<file path="config.mk">
export PLATFORM = sky130hd
export DESIGN_NAME = tri_wave_sequencer
export DESIGN_NICKNAME = d
export VERILOG_FILES = /design/src/rtl/tri_wave_pkg.sv /design/src/rtl/tri_step_datapath.sv /design/src/rtl/tri_wave_sequencer.sv
export SDC_FILE = /design/constraint.sdc
export NUM_CORES = 1
export LEC_CHECK = 0
export CAP_MARGIN = 15
export CORE_MARGIN = 2
export CORE_UTILIZATION = 30
export DETAILED_ROUTE_END_ITERATION = 7
export HOLD_SLACK_MARGIN = 0.03
export PLACE_DENSITY = 0.54
export SLEW_MARGIN = 10
export SYNTH_ARGS = -nofsm -noshare
export SYNTH_HDL_FRONTEND = slang
export SYNTH_HIERARCHICAL = 1
export SYNTH_SLANG_ARGS = --single-unit
</file>
<file path="constraint.sdc">
create_clock -name clk -period 4.4 [get_ports clk]
set_input_delay 1.32 -clock clk [delete_from_list [all_inputs] [get_ports clk]]
set_output_delay 1.32 -clock clk [all_outputs]
set_load 0.01 [all_outputs]
</file>
<file path="src/rtl/tri_wave_pkg.sv">
// Shared types and default widths for the triangle-wave sequencer.
// Optional dwell states are enabled by the TRI_WAVE_HOLD_EN macro.
package tri_wave_pkg;

  localparam int unsigned DEF_WIDTH  = 8;
  localparam int unsigned DEF_CNT_W  = 8;
  localparam int unsigned DEF_HOLD_W = 4;

  typedef enum logic [2:0] {
    IDLE,
    UP,
    DOWN,
    DONE
`ifdef TRI_WAVE_HOLD_EN
    ,
    HOLD_TOP,
    HOLD_BOT
`endif
  } state_t;

  typedef enum logic [1:0] {
    DP_KEEP,
    DP_CLEAR,
    DP_RISE,
    DP_FALL
  } dp_op_t;

endpackage

</file>
<file path="src/rtl/tri_step_datapath.sv">
// Saturating up/down value register for the triangle-wave sequencer.
// Reports whether the next rise reaches peak or the next fall reaches zero.
module tri_step_datapath
  import tri_wave_pkg::*;
#(
  parameter int unsigned WIDTH = DEF_WIDTH
) (
  input  logic             clk,
  input  logic             rst_n,
  input  dp_op_t           op,
  input  logic [WIDTH-1:0] peak,
  input  logic [WIDTH-1:0] step,
  output logic [WIDTH-1:0] value,
  output logic             at_top,
  output logic             at_bot
);

  // One extra bit keeps value+step from wrapping before the compare.
  logic [WIDTH:0] sum;

  always_comb begin
    sum    = {1'b0, value} + {1'b0, step};
    at_top = (sum >= {1'b0, peak});
    at_bot = (value <= step);
  end

  always_ff @(posedge clk or negedge rst_n) begin
    if (!rst_n) begin
      value <= '0;
    end else begin
      case (op)
        DP_CLEAR: value <= '0;
        DP_RISE:  value <= at_top ? peak : sum[WIDTH-1:0];
        DP_FALL:  value <= at_bot ? '0 : value - step;
        default:  value <= value;
      endcase
    end
  end

endmodule

</file>
<file path="src/rtl/tri_wave_sequencer.sv">
// Triangle-wave sequencer: runs cmd_cycles up/down ramps between 0 and peak.
// Defining TRI_WAVE_HOLD_EN adds dwell states at peak and between periods.
module tri_wave_sequencer
  import tri_wave_pkg::*;
#(
  parameter int unsigned WIDTH  = DEF_WIDTH,
  parameter int unsigned CNT_W  = DEF_CNT_W,
  parameter int unsigned HOLD_W = DEF_HOLD_W
) (
  input  logic              clk,
  input  logic              rst_n,
  input  logic              cmd_valid,
  output logic              cmd_ready,
  input  logic [WIDTH-1:0]  cmd_peak,
  input  logic [WIDTH-1:0]  cmd_step,
  input  logic [CNT_W-1:0]  cmd_cycles,
  input  logic [HOLD_W-1:0] cmd_hold,
  input  logic              abort,
  output logic [WIDTH-1:0]  value,
  output logic              dir,
  output logic              busy,
  output logic              done,
  output logic              err
);

  state_t           state;
  state_t           nxt;
  dp_op_t           op;
  logic [WIDTH-1:0] peak_r;
  logic [WIDTH-1:0] step_r;
  logic [CNT_W-1:0] cyc_left;
  logic             accept;
  logic             bad;
  logic             reject;
  logic             at_top;
  logic             at_bot;

`ifdef TRI_WAVE_HOLD_EN
  logic [HOLD_W-1:0] hold_r;
  logic [HOLD_W-1:0] hold_cnt;
`else
  logic unused_hold;
  assign unused_hold = ^cmd_hold;
`endif

  tri_step_datapath #(
    .WIDTH(WIDTH)
  ) u_dp (
    .clk    (clk),
    .rst_n  (rst_n),
    .op     (op),
    .peak   (peak_r),
    .step   (step_r),
    .value  (value),
    .at_top (at_top),
    .at_bot (at_bot)
  );

  always_comb begin
    accept = cmd_valid && cmd_ready && (state == IDLE);
    bad    = (cmd_step == '0) || (cmd_cycles == '0) || (cmd_step > cmd_peak);
    nxt    = state;
    op     = DP_KEEP;
    reject = 1'b0;
    if (abort && state != IDLE) begin
      nxt = IDLE;
      op  = DP_CLEAR;
    end else begin
      case (state)
        IDLE: begin
          if (accept) begin
            if (bad) begin
              reject = 1'b1;
            end else begin
              nxt = UP;
              op  = DP_CLEAR;
            end
          end
        end
        UP: begin
          op = DP_RISE;
          if (at_top) begin
`ifdef TRI_WAVE_HOLD_EN
            nxt = (hold_r != '0) ? HOLD_TOP : DOWN;
`else
            nxt = DOWN;
`endif
          end
        end
        DOWN: begin
          op = DP_FALL;
          if (at_bot) begin
            if (cyc_left == CNT_W'(1)) begin
              nxt = DONE;
            end else begin
`ifdef TRI_WAVE_HOLD_EN
              nxt = (hold_r != '0) ? HOLD_BOT : UP;
`else
              nxt = UP;
`endif
            end
          end
        end
        DONE: nxt = IDLE;
`ifdef TRI_WAVE_HOLD_EN
        HOLD_TOP: if (hold_cnt == HOLD_W'(1)) nxt = DOWN;
        HOLD_BOT: if (hold_cnt == HOLD_W'(1)) nxt = UP;
`endif
        default: nxt = IDLE;
      endcase
    end
  end

  // Status outputs are registered from the next state so they line up with it.
  always_ff @(posedge clk or negedge rst_n) begin
    if (!rst_n) begin
      state     <= IDLE;
      cmd_ready <= 1'b0;
      busy      <= 1'b0;
      dir       <= 1'b0;
      done      <= 1'b0;
      err       <= 1'b0;
      peak_r    <= '0;
      step_r    <= '0;
      cyc_left  <= '0;
`ifdef TRI_WAVE_HOLD_EN
      hold_r    <= '0;
      hold_cnt  <= '0;
`endif
    end else begin
      state     <= nxt;
      cmd_ready <= (nxt == IDLE);
      busy      <= (nxt != IDLE);
      dir       <= (nxt == UP);
      done      <= (nxt == DONE);
      err       <= reject;
      if (accept && !bad) begin
        peak_r   <= cmd_peak;
        step_r   <= cmd_step;
        cyc_left <= cmd_cycles;
`ifdef TRI_WAVE_HOLD_EN
        hold_r   <= cmd_hold;
`endif
      end
      if (state == DOWN && at_bot && cyc_left != CNT_W'(1)) begin
        cyc_left <= cyc_left - 1'b1;
      end
`ifdef TRI_WAVE_HOLD_EN
      // Counter reloads every ramp cycle, so it is full on entry to a dwell.
      if (state == UP || state == DOWN) begin
        hold_cnt <= hold_r;
      end else if (state == HOLD_TOP || state == HOLD_BOT) begin
        hold_cnt <= hold_cnt - 1'b1;
      end
`endif
    end
  end

endmodule

</file>
==> After elaboration in Yosys (flattened, before gate mapping) <==
Cells that the tools add are included.
{ "op_classes": {"n_mux": 20, "add_sub_neg": 3, "n_lt_le_gt_ge": 3, "eq_ne": 9, "reduce_logical": 17} }
{ "op_table": {"columns": ["cell", "count"], "rows": [
  ["$mux 8", 4],
  ["$pmux 8 s3", 1],
  ["$logic_not 8->1", 2],
  ["$mux 3", 5],
  ["$add 8x8->9", 1],
  ["$ge 9x8->1", 1],
  ["$pmux 3 s3", 1],
  ["$reduce_bool 3->1", 3],
  ["$eq 8x1->1 const B", 1],
  ["$gt 8x8->1", 1],
  ["$le 8x8->1", 1],
  ["$ne 8x1->1 const B", 1],
  ["$sub 8x1->8 const B", 1],
  ["$sub 8x8->8", 1],
  ["$eq 3x1->1 const B", 2],
  ["$eq 3x2->1 const B", 2],
  ["$logic_and 1x1->1", 6],
  ["$logic_not 3->1", 2],
  ["$mux 1", 6],
  ["$pmux 2 s3", 1],
  ["$eq 2x2->1 const B", 2],
  ["$mux 2", 2],
  ["$eq 2x1->1 const B", 1],
  ["$logic_or 1x1->1", 2],
  ["other kinds (2)", 2]
]} }
{ "totals": {"input_bits": 32, "reg_bits": 40, "word_cells": 62, "out_inout_bits": 13} }

==> Longest topological paths before layout <==
{ "depth": {"depth_word": 9, "ltp_mapped": 17, "mapped_depth_nobuf": 17} }

==> Cells and area by module <==
Netlist, hierarchy kept.
{ "modules_own_cells": {"columns": ["mod", "area_per_inst_um2", "cells_per_inst", "seq_area_each_um2", "instances"], "rows": [
  ["tri_wave_sequencer", 1747.9, 160, 800.8, 1],
  ["tri_step_datapath", 1377.6, 170, 200.2, 1]
]} }

==> Least setup slack after synthesis <==
No wires, ideal clock.
{ "synth_path": {"path_kind": "input port to flip-flop", "from": "input cmd_peak[1]", "to": "register u_dp.value[7]", "arrival_ps": 3724, "cell_stages": 15, "path_buffers": 4, "t_required_ps": 4274, "setup_time_ps": 126, "path_slack_ps": 550, "path_cell_list": "inv_1 -> ha_1 -> nor2b_1 -> o211ai_1 -> a211oi_1 -> or3_1 -> buf_2 -> or2_1 -> buf_6 -> buf_6 -> nand3_1 -> nor2b_1 -> buf_4 -> a32o_1 -> a221o_1"} }
{ "synth_between": {"elab_chain_len": 8, "elab_cells_between_ends": 11, "cone_classes": "order compare: 1; eq/ne: 3; mux: 5; reduce/logical: 2"} }
{ "synth_rtl": {"columns": ["item", "line", "text"], "rows": [
  ["start, declared", "tri_wave_sequencer.sv:14", "input logic [WIDTH-1:0] cmd_peak,"],
  ["$gt 8x8->1 (*)", "tri_wave_sequencer.sv:61", "bad = (cmd_step == '0) || (cmd_cycles == '0) || (cmd_step > cmd_peak);"],
  ["$logic_or 1x1->1 (*)", "tri_wave_sequencer.sv:61", null],
  ["$mux 1 (*)", "tri_wave_sequencer.sv:72", "if (bad) begin"],
  ["$mux 1 (*)", "tri_wave_sequencer.sv:71", "if (accept) begin"],
  ["$pmux 2 s3 (*)", "tri_wave_sequencer.sv:69", "case (state)"],
  ["$mux 2 (*)", "tri_wave_sequencer.sv:65", "if (abort && state != IDLE) begin"],
  ["via op[0]", "tri_wave_sequencer.sv:28", "dp_op_t op;"],
  ["$eq 2x2->1 or $eq 2x1->1 (tied branches)", "tri_step_datapath.sv:31", "case (op)"],
  ["$pmux 8 s3 or $reduce_bool 3->1 (tied branches)", null, null],
  ["end signal, assigned", "tri_step_datapath.sv:33", "DP_RISE: value <= at_top ? peak : sum[WIDTH-1:0];"],
  ["end signal, assigned", "tri_step_datapath.sv:34", "DP_FALL: value <= at_bot ? '0 : value - step;"],
  ["end signal, assigned", "tri_step_datapath.sv:35", "default: value <= value;"],
  ["end, declared", "tri_step_datapath.sv:13", "output logic [WIDTH-1:0] value,"]
]} }
Mark *: on every way through the listed nets, which the timed path passes. The rest lies on a longest branch.
A chain may end at the register's enable or synchronous reset.

==> Final worst setup path <==
{ "layout_path": {"from": "input cmd_peak[1]", "to": "register u_dp.value[5]"} }
The elaborated chain is that of the path after synthesis.

==> impl_metrics.py <==
metrics = {
    "run_status": {
        "status": "complete, no violations",
    },
    "floorplanning": {
        "die_x_um": 106,
        "io_pins": 45,
        "core-area_mm2": 0.0102,
        "initial_core_util_pct": 30.5,
        "design.die.area_mm2": 0.0113,
        "die_y_um": 106,
        "rows": 37,
    },
    "route": {
        "ant_nets": 0,
        "drtIter0Drc": 64,
        "routed_via_density": 5.26,
        "drc": 0,
        "wl_per_cell_um": 15.2,
        "vias": 2642,
        "wirelength_mm": 7.64,
        "dr.pass1.iters": 4,
    },
    "global_routing": {
        "grt_max_degree": 41,
        "grt_antenna_before_repair": 0,
        "grt_overflow": 0,
        "grt_pass1_wl_mm": 12.7,
        "grt_pass1_vias": 2600,
        "gr-usage-all-layers_pct": 14.0,
    },
    "place": {
        "dp.cells": 495,
        "gp_congestion": 0.802,
        "pre_cts_ws_ns": 0.120,
        "port_buffers": 40,
        "placed_cell_area_mm2": 0.00362,
        "hpwl_mm": 5.93,
    },
    "setup_path": {
        "arrival_ns": 4.19,
        "rr_startpoint": "u_dp/value[0]",
        "rr_worst_depth": 16,
        "crit_fanout": 10,
        "critPathLaunchType": "primary input",
        "required_ns": 4.60,
        "critPathLaunch": "cmd_peak[1]",
        "end_kind": "register",
        "criticalPathCategory": "in2reg",
    },
    "yosys": {
        "synth_flop_cell": "dfrtp_1",
        "async_flop_share_pct": 100,
        "synthCells": 330,
        "syn_nets": 398,
        "synth_area_mm2": 0.00313,
        "synth_top_area_share_pct": 32.0,
        "synth_seq_cells": 40,
        "synth.distinct_cells": 59,
        "synth_most_common_cell": "dfrtp_1",
        "synth_edf_count": 0,
        "synth_area_leader_cell": "dfrtp_1",
        "yosysSeqAreaShare_pct": 32.0,
        "avgSynthCellArea_um2": 9.47,
        "ys_top_cells_by_count": "40 x dfrtp_1, 36 x inv_1, 34 x ha_1, 16 x nor2_1, 14 x a21oi_1",
        "synth_area_leaders": "dfrtp_1 32%, ha_1 14%, mux2_4 5.3%",
        "yosys_warnings": 6,
    },
    "cts": {
        "path_clk_slew_ns": 0.08,
        "worstSkewPairLatency_ns": 0.29,
        "cts_max_level": 2,
        "ctsHoldBuffers": 0,
        "post_cts_buffers": 0,
        "clock_path_buffers": 2,
        "clkSinkCount": 40,
        "root_buffer": "clkbuf_8",
        "cts-resized-gates": 0,
        "cts_tree": "done",
        "cts_buffers": 5,
    },
    "finish": {
        "instances_no_fill": 502,
        "stdcell_area_mm2": 0.00370,
        "syn2layout_area_growth_pct": 18.4,
        "multi_input_area_mm2": 0.00189,
        "drive_gt1_share_pct": 9.56,
        "nFillCells": 1067,
        "seqCellArea_mm2": 0.00100,
        "final_util_pct": 36.2,
        "antenna_cells": 0,
        "fin_nets": 434,
    },
    "power": {
        "ir_worst_vdd_mv": 0.177,
        "p_leak_nw": 1.68,
        "power_density_mw_per_mm2": 535,
        "p_total_mw": 1.98,
    },
    "timing": {
        "holdWs_ns": 0.512,
        "finalWorstSetupSlack_ns": 0.418,
        "worst_pin_slew_ns": 0.930,
        "clock_skew_ns": 0.00815,
        "rsz0062_at_grt": "no",
        "timing.fmax_ghz": 0.251,
        "setup-violations-final": 0,
        "report.final.slew_viol_count": 0,
        "hold_viol": 0,
        "fin_crit_sh_pct": 90.5,
        "min_period_ns": 3.98,
        "max_slew_margin_pct": 38.0,
        "setup_tns_ns": 0,
    },
    "job": {
        "drv_cap": 0,
    },
    "hold_path": {
        "hold_depth": 1,
        "min-delay-start": "peak_r[3]",
        "hold_path.class": "reg2reg",
    },
}
[critical path: stages]
cell,delay [ns]
clkdlybuf4s50_1,0.48
inv_1,0.05
ha_1,0.29
nor2b_1,0.14
o211ai_1,0.12
a211oi_1,0.20
or3_1,0.16
or2_1,0.12
nand3_1,0.12
nor2b_1,0.62
nand2_1,0.32
o211ai_1,0.24
[final timing paths]
path                                 endpoint  slack [ns]
worst max-delay path            u_dp/value[5]        0.42
worst min-delay path                peak_r[3]        0.51
worst max register to register           busy        0.75
worst min register to register      peak_r[3]        0.51
max in group asynchronous       u_dp/value[3]        2.66
min in group asynchronous         cyc_left[7]        1.16
[sequential cells by signal, indices dropped and copies added (netlist names)]
name        flops
cyc_left        8
peak_r          8
step_r          8
u_dp/value      8
state           3
busy            1
cmd_ready       1
dir             1
done            1
err             1
[cell usage in the layout, fill, tap and decap left out, types with 2 or more instances in the layout]
master            n
nand3_1          13
inv_1            36
ha_1             34
a31oi_1           4
and3_1            6
dfrtp_1          40
nand4_1           5
a211oi_1          5
buf_4             3
mux2_2            5
nand2_1          11
fa_1              2
o21a_1            2
nor3_1           13
nor2_1           16
a21oi_1          14
or3_1             3
o21ai_0          10
o311a_1           2
and4_1            3
clkbuf_8          5
a221o_1           2
xor2_1            3
clkdlybuf4s50_1  39
nor3b_1           4
nor2b_1           8
o211ai_1          9
o21bai_1          3
nor4_1            7
xnor2_1           7
or4_1             2
mux2_4           11
o221a_2           3
a22oi_1           5
a21o_1            4
nand2b_1          2
[report_power, final]
part | switching (mW) | internal, mW
Sequential | 0.123 | 0.490
Clock | 0.128 | 0.108
Combinational | 0.612 | 0.521
[area by class of cell]
type | count | share of cell area [%]
flip-flops and latches | 40 | 27.0
well taps | 136 | 4.60
multi-input cells | 239 | 51.1
clock buffers | 6 | 1.96
clock inverters | 1 | 0.135
repair buffers | 43 | 11.3
inverters | 37 | 3.82
[cell families after synthesis]
logic type | after synthesis | synth area share [%]
compound gates | 75 | 17.7
xor+xnor | 10 | 2.80
fa+ha+maj | 37 | 15.2
buf+inv | 51 | 7.41
flops | 40 | 32.0
mux | 17 | 7.41
other cells | 1 | 0.120
simple gates | 99 | 17.3
[metal layers]
layer | part of all wire [%] | up-vias | global-route usage, %
li1 | - | 1276 | -
met1 | 47 | 1275 | 18.4
met2 | 48 | 79 | 24.5
met3 | 4.3 | 12 | 2.08
met4 | 1.1 | 0 | 3.10
met5 | 0 | - | 0
(Power assumes the default switching activity.)
